$ cat src/rtl/reservoir_ctrl_p.sv
// Reservoir release controller: level, spill-forced release, energy
// accounting and a NORMAL/FLOOD/DROUGHT mode machine.
module reservoir_ctrl_p #(
    parameter int W           = 8,
    parameter int REQ_SHIFT   = 2,
    parameter int SPILL_LEVEL = 16,
    parameter int LOW_LEVEL   = 4,
    parameter int DRY_CYCLES  = 3,
    parameter int GAIN_SHIFT  = 2,
    parameter int ACC_W       = 16
) (
    input  logic                  clk,
    input  logic                  rst,
    input  logic                  in_valid,
    input  logic [W-1:0]          rain,
    input  logic [W-1:0]          req,
    output logic [W-1:0]          out,
    output logic [W-1:0]          now,
    output logic [W+GAIN_SHIFT-1:0] electric,
    output logic                  out_valid,
    output logic                  spill,
    output logic [1:0]            mode,
    output logic [ACC_W-1:0]      energy_total
);

    localparam int EW  = W + GAIN_SHIFT;
    localparam int DCW = $clog2(DRY_CYCLES + 1);

    localparam logic [W-1:0]   ONES    = '1;
    localparam logic [W-1:0]   LO_MASK = ~(ONES << REQ_SHIFT);
    localparam logic [W-1:0]   SPILL_W = W'(SPILL_LEVEL);
    localparam logic [W-1:0]   LOW_W   = W'(LOW_LEVEL);
    localparam logic [DCW-1:0] DRY_MAX = DCW'(DRY_CYCLES);

    typedef enum logic [1:0] {
        NORMAL  = 2'd0,
        FLOOD   = 2'd1,
        DROUGHT = 2'd2
    } mode_e;

    mode_e            mode_q, mode_d;
    logic [W-1:0]     out_q, out_d;
    logic [W-1:0]     now_q, now_d;
    logic [EW-1:0]    elec_q, elec_d;
    logic             out_valid_q, out_valid_d;
    logic             spill_q, spill_d;
    logic [ACC_W-1:0] energy_q, energy_d;
    logic [DCW-1:0]   dry_q, dry_d;

    logic             ration;
    logic [W:0]       sum;
    logic             sat;
    logic [W-1:0]     lvl;
    logic [W-1:0]     mreq;
    logic [W-1:0]     mreq_eff;
    logic [W-1:0]     base;
    logic [W-1:0]     rem;
    logic [W-1:0]     excess;
    logic [W-1:0]     rel;
    logic [W-1:0]     new_lvl;
    logic [EW-1:0]    elec_w;
    logic             spill_evt;
    logic [ACC_W:0]   e_sum;
    logic [DCW-1:0]   dry_next;

    // Release datapath, evaluated against the registered level and mode
    always_comb begin
        sum      = {1'b0, now_q} + {1'b0, rain};
        sat      = sum[W];
        lvl      = sat ? ONES : sum[W-1:0];
        mreq     = (req >> REQ_SHIFT) + W'(|(req & LO_MASK));
        mreq_eff = ration ? (mreq >> 1) : mreq;
        base     = (lvl < mreq_eff) ? lvl : mreq_eff;
        rem      = lvl - base;
        excess   = (rem >= SPILL_W) ? (rem - SPILL_W) : '0;
        rel      = base + excess;
        new_lvl  = rem - excess;
        elec_w   = EW'(rel) << GAIN_SHIFT;
        spill_evt = (|excess) | sat;
        e_sum    = {1'b0, energy_q} + (ACC_W+1)'(elec_w);
        if (new_lvl < LOW_W) begin
            dry_next = (dry_q == DRY_MAX) ? dry_q : dry_q + DCW'(1);
        end else begin
            dry_next = '0;
        end
    end

    always_comb begin
        out_d       = out_q;
        now_d       = now_q;
        elec_d      = elec_q;
        energy_d    = energy_q;
        dry_d       = dry_q;
        out_valid_d = in_valid;
        spill_d     = 1'b0;
        if (in_valid) begin
            out_d    = rel;
            now_d    = new_lvl;
            elec_d   = elec_w;
            spill_d  = spill_evt;
            dry_d    = dry_next;
            energy_d = e_sum[ACC_W] ? {ACC_W{1'b1}} : e_sum[ACC_W-1:0];
        end
    end

    always_ff @(posedge clk or posedge rst) begin
        if (rst) begin
            out_q       <= '0;
            now_q       <= '0;
            elec_q      <= '0;
            out_valid_q <= 1'b0;
            spill_q     <= 1'b0;
            energy_q    <= '0;
            dry_q       <= '0;
        end else begin
            out_q       <= out_d;
            now_q       <= now_d;
            elec_q      <= elec_d;
            out_valid_q <= out_valid_d;
            spill_q     <= spill_d;
            energy_q    <= energy_d;
            dry_q       <= dry_d;
        end
    end

    // Mode machine: state register
    always_ff @(posedge clk or posedge rst) begin
        if (rst) begin
            mode_q <= NORMAL;
        end else begin
            mode_q <= mode_d;
        end
    end

    // Mode machine: next state, spill has top priority
    always_comb begin
        mode_d = mode_q;
        if (in_valid) begin
            if (spill_evt) begin
                mode_d = FLOOD;
            end else begin
                unique case (mode_q)
                    FLOOD:   mode_d = NORMAL;
                    NORMAL:  mode_d = (dry_next == DRY_MAX) ? DROUGHT : NORMAL;
                    DROUGHT: mode_d = (new_lvl >= LOW_W) ? NORMAL : DROUGHT;
                    default: mode_d = NORMAL;
                endcase
            end
        end
    end

    // Mode machine: outputs
    always_comb begin
        ration = (mode_q == DROUGHT);
        mode   = mode_q;
    end

    assign out          = out_q;
    assign now          = now_q;
    assign electric     = elec_q;
    assign out_valid    = out_valid_q;
    assign spill        = spill_q;
    assign energy_total = energy_q;

endmodule

$ cat config.mk
export PLATFORM = sky130hd
export DESIGN_NAME = reservoir_ctrl_p
export DESIGN_NICKNAME = d
export VERILOG_FILES = /design/src/rtl/reservoir_ctrl_p.sv
export SDC_FILE = /design/constraint.sdc
export NUM_CORES = 1
export LEC_CHECK = 0
export ABC_AREA = 1
export ABC_CLOCK_PERIOD_IN_PS = 10520
export CAP_MARGIN = 0
export CORE_AREA = 5 5 116 118
export CTS_CLUSTER_DIAMETER = 50
export CTS_CLUSTER_SIZE = 12
export DETAILED_ROUTE_END_ITERATION = 8
export DIE_AREA = 0 0 121 123
export GPL_TIMING_DRIVEN = 0
export PLACE_DENSITY = 0.48
export SYNTH_ARGS = -nofsm -noshare
export SYNTH_HDL_FRONTEND = slang
export SYNTH_SLANG_ARGS = --single-unit
$ cat constraint.sdc
create_clock -name clk -period 10.52 [get_ports clk]
set_input_delay 2.104 -clock clk [delete_from_list [all_inputs] [get_ports clk]]
set_output_delay 2.104 -clock clk [all_outputs]
set_load 0.02 [all_outputs]
# Word-level counts from Yosys, hierarchy flattened
# Cells that the tools add are included.
[totals]
regBits = 38
output_inout_bits = 46
inputBits = 19
elab_cells = 38
[classes]
magnitude_cmp = 4
mux = 12
reduce_logical = 3
addsub = 8
bitwise_logic = 1
eq_ne = 3
[ops]
columns = ["op", "count"]
rows = [
  ["8-bit two-way mux", 3],
  ["16-bit by 10-bit adder with 17-bit output", 1],
  ["16-bit two-way mux", 1],
  ["8-bit subtractor", 2],
  ["2-bit two-way mux", 5],
  ["8-bit by 8-bit adder with 9-bit output", 1],
  ["8-bit adder", 1],
  ["8-bit by 3-bit greater-or-equal comparator with 1-bit output, second input constant", 1],
  ["8-bit by 5-bit greater-or-equal comparator with 1-bit output, second input constant", 1],
  ["8-bit by 3-bit < comparator with 1-bit output, second input constant", 1],
  ["8-bit by 7-bit < comparator with 1-bit output", 1],
  ["8-bit OR reduction", 1],
  ["8-bit by 5-bit subtractor with 8-bit output, second input constant", 1],
  ["6-bit by 1-bit adder with 7-bit output", 1],
  ["7-bit two-way mux", 1],
  ["2-bit equality test, second input constant", 3],
  ["2-bit one-hot mux with 2 select lines", 1],
  ["2-bit by 1-bit adder with 2-bit output, second input constant", 1],
  ["2-bit logical NOT", 1],
  ["2-bit OR reduction", 1],
  ["1-bit two-way mux", 1],
  ["1-bit bitwise OR", 1],
]

# Depth between registers and ports, before layout
[logic_depth]
ltp_word = 15
depth_mapped = 58
mapped_depth_nobuf = 57

# Least setup slack after synthesis
# No wires, ideal clock.
[synth_path]
path_type = "in2reg"
start = "input port rain[0]"
end = "register energy_q[15], in the netlist energy_total[15]"
n_path_buf = 2
arrival_ps = 8953
path_slack_ps = 1432
cell_stages = 53
t_required_ps = 10385
setup_time_ps = 135
cell_sequence = "ha_1 > fa_1 > nand3_1 > nand2_2 > nand2_2 > and2_4 > buf_6 > inv_1 > nor2_1 > nand2_1 > ha_1 > a21oi_1 > nor2_1 > nor3_1 > nand2_1 > inv_1 > buf_2 > nand2_1 > [... 17 more ...] > and2_1 > inv_1 > a21oi_1 > nor2_1 > nor2_1 > xor2_1 > ha_1 > nand2_1 > nor2_1 > a211oi_1 > o21ai_0 > nand2_1 > a21boi_0 > nand2_1 > nor3_1 > nand2_1 > o21ai_0 > o211ai_1"
[synth_between]
elab_chain_cells = 10
word_cells_on_any_way = 11
classes_between = "add/sub (5); order compare (2); mux (4)"
[synth_lines]
columns = ["element", "line", "source"]
rows = [
  ["start: declaration", "15", "input logic [W-1:0] rain,"],
  ["8-bit by 8-bit adder with 9-bit output *", "68", "sum = {1'b0, now_q} + {1'b0, rain};"],
  ["8-bit two-way mux *", "70", "lvl = sat ? ONES : sum[W-1:0];"],
  ["8-bit by 7-bit < comparator with 1-bit output", "73", "base = (lvl < mreq_eff) ? lvl : mreq_eff;"],
  ["8-bit two-way mux", "73", ""],
  ["8-bit subtractor", "74", "rem = lvl - base;"],
  ["8-bit by 5-bit subtractor with 8-bit output or 8-bit by 5-bit greater-or-equal comparator with 1-bit output (tied branches)", "75", "excess = (rem >= SPILL_W) ? (rem - SPILL_W) : '0;"],
  ["8-bit two-way mux", "75", ""],
  ["8-bit adder *", "76", "rel = base + excess;"],
  ["named net rel[6]", "59", "logic [W-1:0] rel;"],
  ["16-bit by 10-bit adder with 17-bit output *", "80", "e_sum = {1'b0, energy_q} + (ACC_W+1)'(elec_w);"],
  ["16-bit two-way mux *", "102", "energy_d = e_sum[ACC_W] ? {ACC_W{1'b1}} : e_sum[ACC_W-1:0];"],
  ["end signal: assignment", "121", "energy_q <= energy_d;"],
  ["end: declaration", "47", "logic [ACC_W-1:0] energy_q, energy_d;"],
]
# Mark *: on every way through the listed nets, which the timed path passes. The rest lies on a longest branch.
# A chain may end at the register's enable or synchronous reset.

# Worst setup path after layout
# Ends and elaborated chain as after synthesis.

==> results.cfg <==
[clock_tree]
cts_root_buffer = clkbuf_16
clk_latency_ns = 0.28
h-tree-depth = 2
cts_max_path_buffers = 2
clk_transition_reported_paths_ns = 0.06
clkSinkCount = 37
cts_tree = done
cts_buffers = 5
hold_buffers = 0

[synthesis]
ys_seq_area_frac = 0.257
synth_cells = 507
synth_ff_type = dfrtp_1
yosys.cell_types.count = 47
synth_edf_count = 0
synthArstFlopShare = 1.00
yosys_warnings = 0
synth_seq_cells = 37
syn_avg_cell_area_um2 = 7.12
syn-cell-area_um2 = 3610

[critical_path]
reg2reg_to = energy_total[15]
critPathArrivalTime_ns = 9.93
cp_common_cell = nand2_1
cp.required_ns = 10.67
ff2ff_setup_slack_ns = 2.56
r2r_start = now[0]
worstSetupPathType = input port to flop
cpMaxStageDelayCell = fa_1
max_stage_delay_ns = 0.43
crit_path_end_kind = flop
reg2regPathDepth = 53
cp_max_fo = 10
cp-start-kind = input port
critPathBufInv = 10
crit_family = simple AND/OR/NAND/NOR gates

[placement]
dp_hpwl_mm = 8.01
place_congestion = 0.862
dp.cells = 742
place_area_um2 = 4450
port_buffers = 62

[die]
core.rowCount = 41
die_x_um = 121
coreArea_um2 = 12400
top_level_ports = 65
initial_core_util = 0.292
dieArea_um2 = 14900
die_h_um = 123

[final_layout]
finalNetCount = 643
postLayoutCoreUtil = 0.381
fill_cells = 1327
drive_gt1_frac = 0.108
diodes = 0
mostFrequentLayoutCells = nand2_1, inv_1, clkdlybuf4s50_1
fin_cells = 753
finalInstanceArea_um2 = 4710
mostFrequentLayoutCell = nand2_1
area_growth_pct = 30.4

[min_path]
hold_path_class = flop to flop
worstHoldPathCells = 2
hold_end = energy_total[0]
hold_start = energy_total[0]

[drt]
via_count = 3378
ant_nets = 0
totalWireLength_mm = 9.67
dr.pass1.iters = 4
drt_iter0_drc = 138
wl_per_cell_um = 12.8
drcViolationCount = 0
avgViaCountPerCell = 4.49

[global_routing]
grt_overflow = 0
antenna_found_initial = 0
grt_max_degree = 38
track_usage = 0.131
grt_pass1_vias = 3262
grt_pass1_wl_mm = 15.9

[timing]
tns_ns = 0
relSlewSlack = 0.464
drv_slew = 0
period_share = 0.930
clock.fmax_mhz = 102
worstMarginPinSlew_ns = 0.802
skew_ns = 0.00914
setup_viol = 0
period_minus_slack_ns = 9.78
hold_viol = 0

[run_status]
status = finished, final reports clean

[flow_run]
drv_cap = 0
synthesized netlist by cell type, types with 2 or more instances:
| cell | n | area (µm²) |
|---|---|---|
| nand3_1 | 27 | 135 |
| conb_1 | 2 | 7.51 |
| a211oi_1 | 3 | 22.5 |
| a21o_1 | 2 | 15.0 |
| o21ai_0 | 27 | 135 |
| nor2_1 | 37 | 139 |
| dfrtp_1 | 37 | 926 |
| a31oi_1 | 5 | 31.3 |
| clkbuf_1 | 4 | 15.0 |
| ha_1 | 40 | 500 |
| or2_2 | 4 | 25.0 |
| and2_1 | 4 | 25.0 |
| xor2_1 | 13 | 114 |
| nand2_2 | 7 | 43.8 |
| nand3b_1 | 4 | 30.0 |
| xnor2_1 | 6 | 52.6 |
| inv_2 | 3 | 11.3 |
| buf_4 | 12 | 90.1 |
| nand4_1 | 10 | 62.6 |
| o211ai_1 | 2 | 15.0 |
| nand2_1 | 124 | 465 |
| a21boi_0 | 2 | 15.0 |
| fa_1 | 4 | 80.1 |
| a21oi_1 | 28 | 140 |
| a21oi_2 | 2 | 17.5 |
| nor2_2 | 2 | 12.5 |
| nor3_1 | 5 | 25.0 |
| inv_1 | 72 | 270 |
layout make-up:
class / count / area [µm²] / area share
inverter: 76 / 288 / 0.0612
sequential: 37 / 926 / 0.197
multi-input combinational: 377 / 2360 / 0.501
buffer: 18 / 124 / 0.0263
tap: 172 / 215 / 0.0457
clock inverter: 2 / 13.8 / 0.00292
clock buffer: 6 / 139 / 0.0295
timing repair buffer: 65 / 643 / 0.137
worst max-delay path by stage:
stage | slack (ns) | startpoint | to | depth (start not counted)
finish | 0.74 | rain[0] | energy_total[15] | 54
global route | -0.01 | rain[0] | energy_total[15] | 54
CTS | 0.32 | rain[0] | energy_total[15] | 52
detailed placement | 0.04 | rain[0] | energy_total[6] | 50
global placement | 0.03 | rain[0] | energy_total[15] | 52
floorplan | 1.43 | rain[0] | energy_total[15] | 53
kinds of logic after synthesis:
| logic type | after synthesis | share of synthesized area |
|---|---|---|
| and+or+nand+nor | 231 | 0.289 |
| buffers and inverters | 94 | 0.113 |
| AOI/OAI and AO/OA | 79 | 0.128 |
| adders and majority gates | 44 | 0.161 |
| DFF | 37 | 0.257 |
| xor gates and xnor gates | 20 | 0.0506 |
| other | 2 | 0.00208 |
state kept, by name (all words and copies together), names as in the netlist:
signal / cells
mode: 2
spill: 1
now: 8
out_valid: 1
out: 8
energy_total: 15
dry_q: 2
worst reg2reg max path, delay by kind of cell (launching register included):
kind | cells | cell delay [ns]
compound gates | 8 | 0.96
xor+xnor | 2 | 0.33
fa+ha+maj | 7 | 2.31
buf+inv | 9 | 0.86
flops | 1 | 0.41
simple gates | 27 | 2.98
metrics by stage:
step	hold WS (ns)	worst slack [ns]
detailed placement	0.478	0.0393
CTS	0.494	0.320
global route	0.535	-0.0127
finish	0.487	0.742
floorplan	0.499	1.43
global placement	0.472	0.0301
timing repair:
item                       in CTS  in global routing
gates resized for setup         0                 23
setup buffers                   0                  3
setup endpoints to repair       0                 15
metal layers:
metal / wire length, µm / GRT usage
met1: 4590 / 0.179
met2: 4690 / 0.226
met3: 321 / 0.0160
met4: 65 / 0.0241
met5: 0 / 0
Power is left out: the tool's default activity adds up to more than one toggle a clock period on the data nets, which glitch-free logic cannot reach.
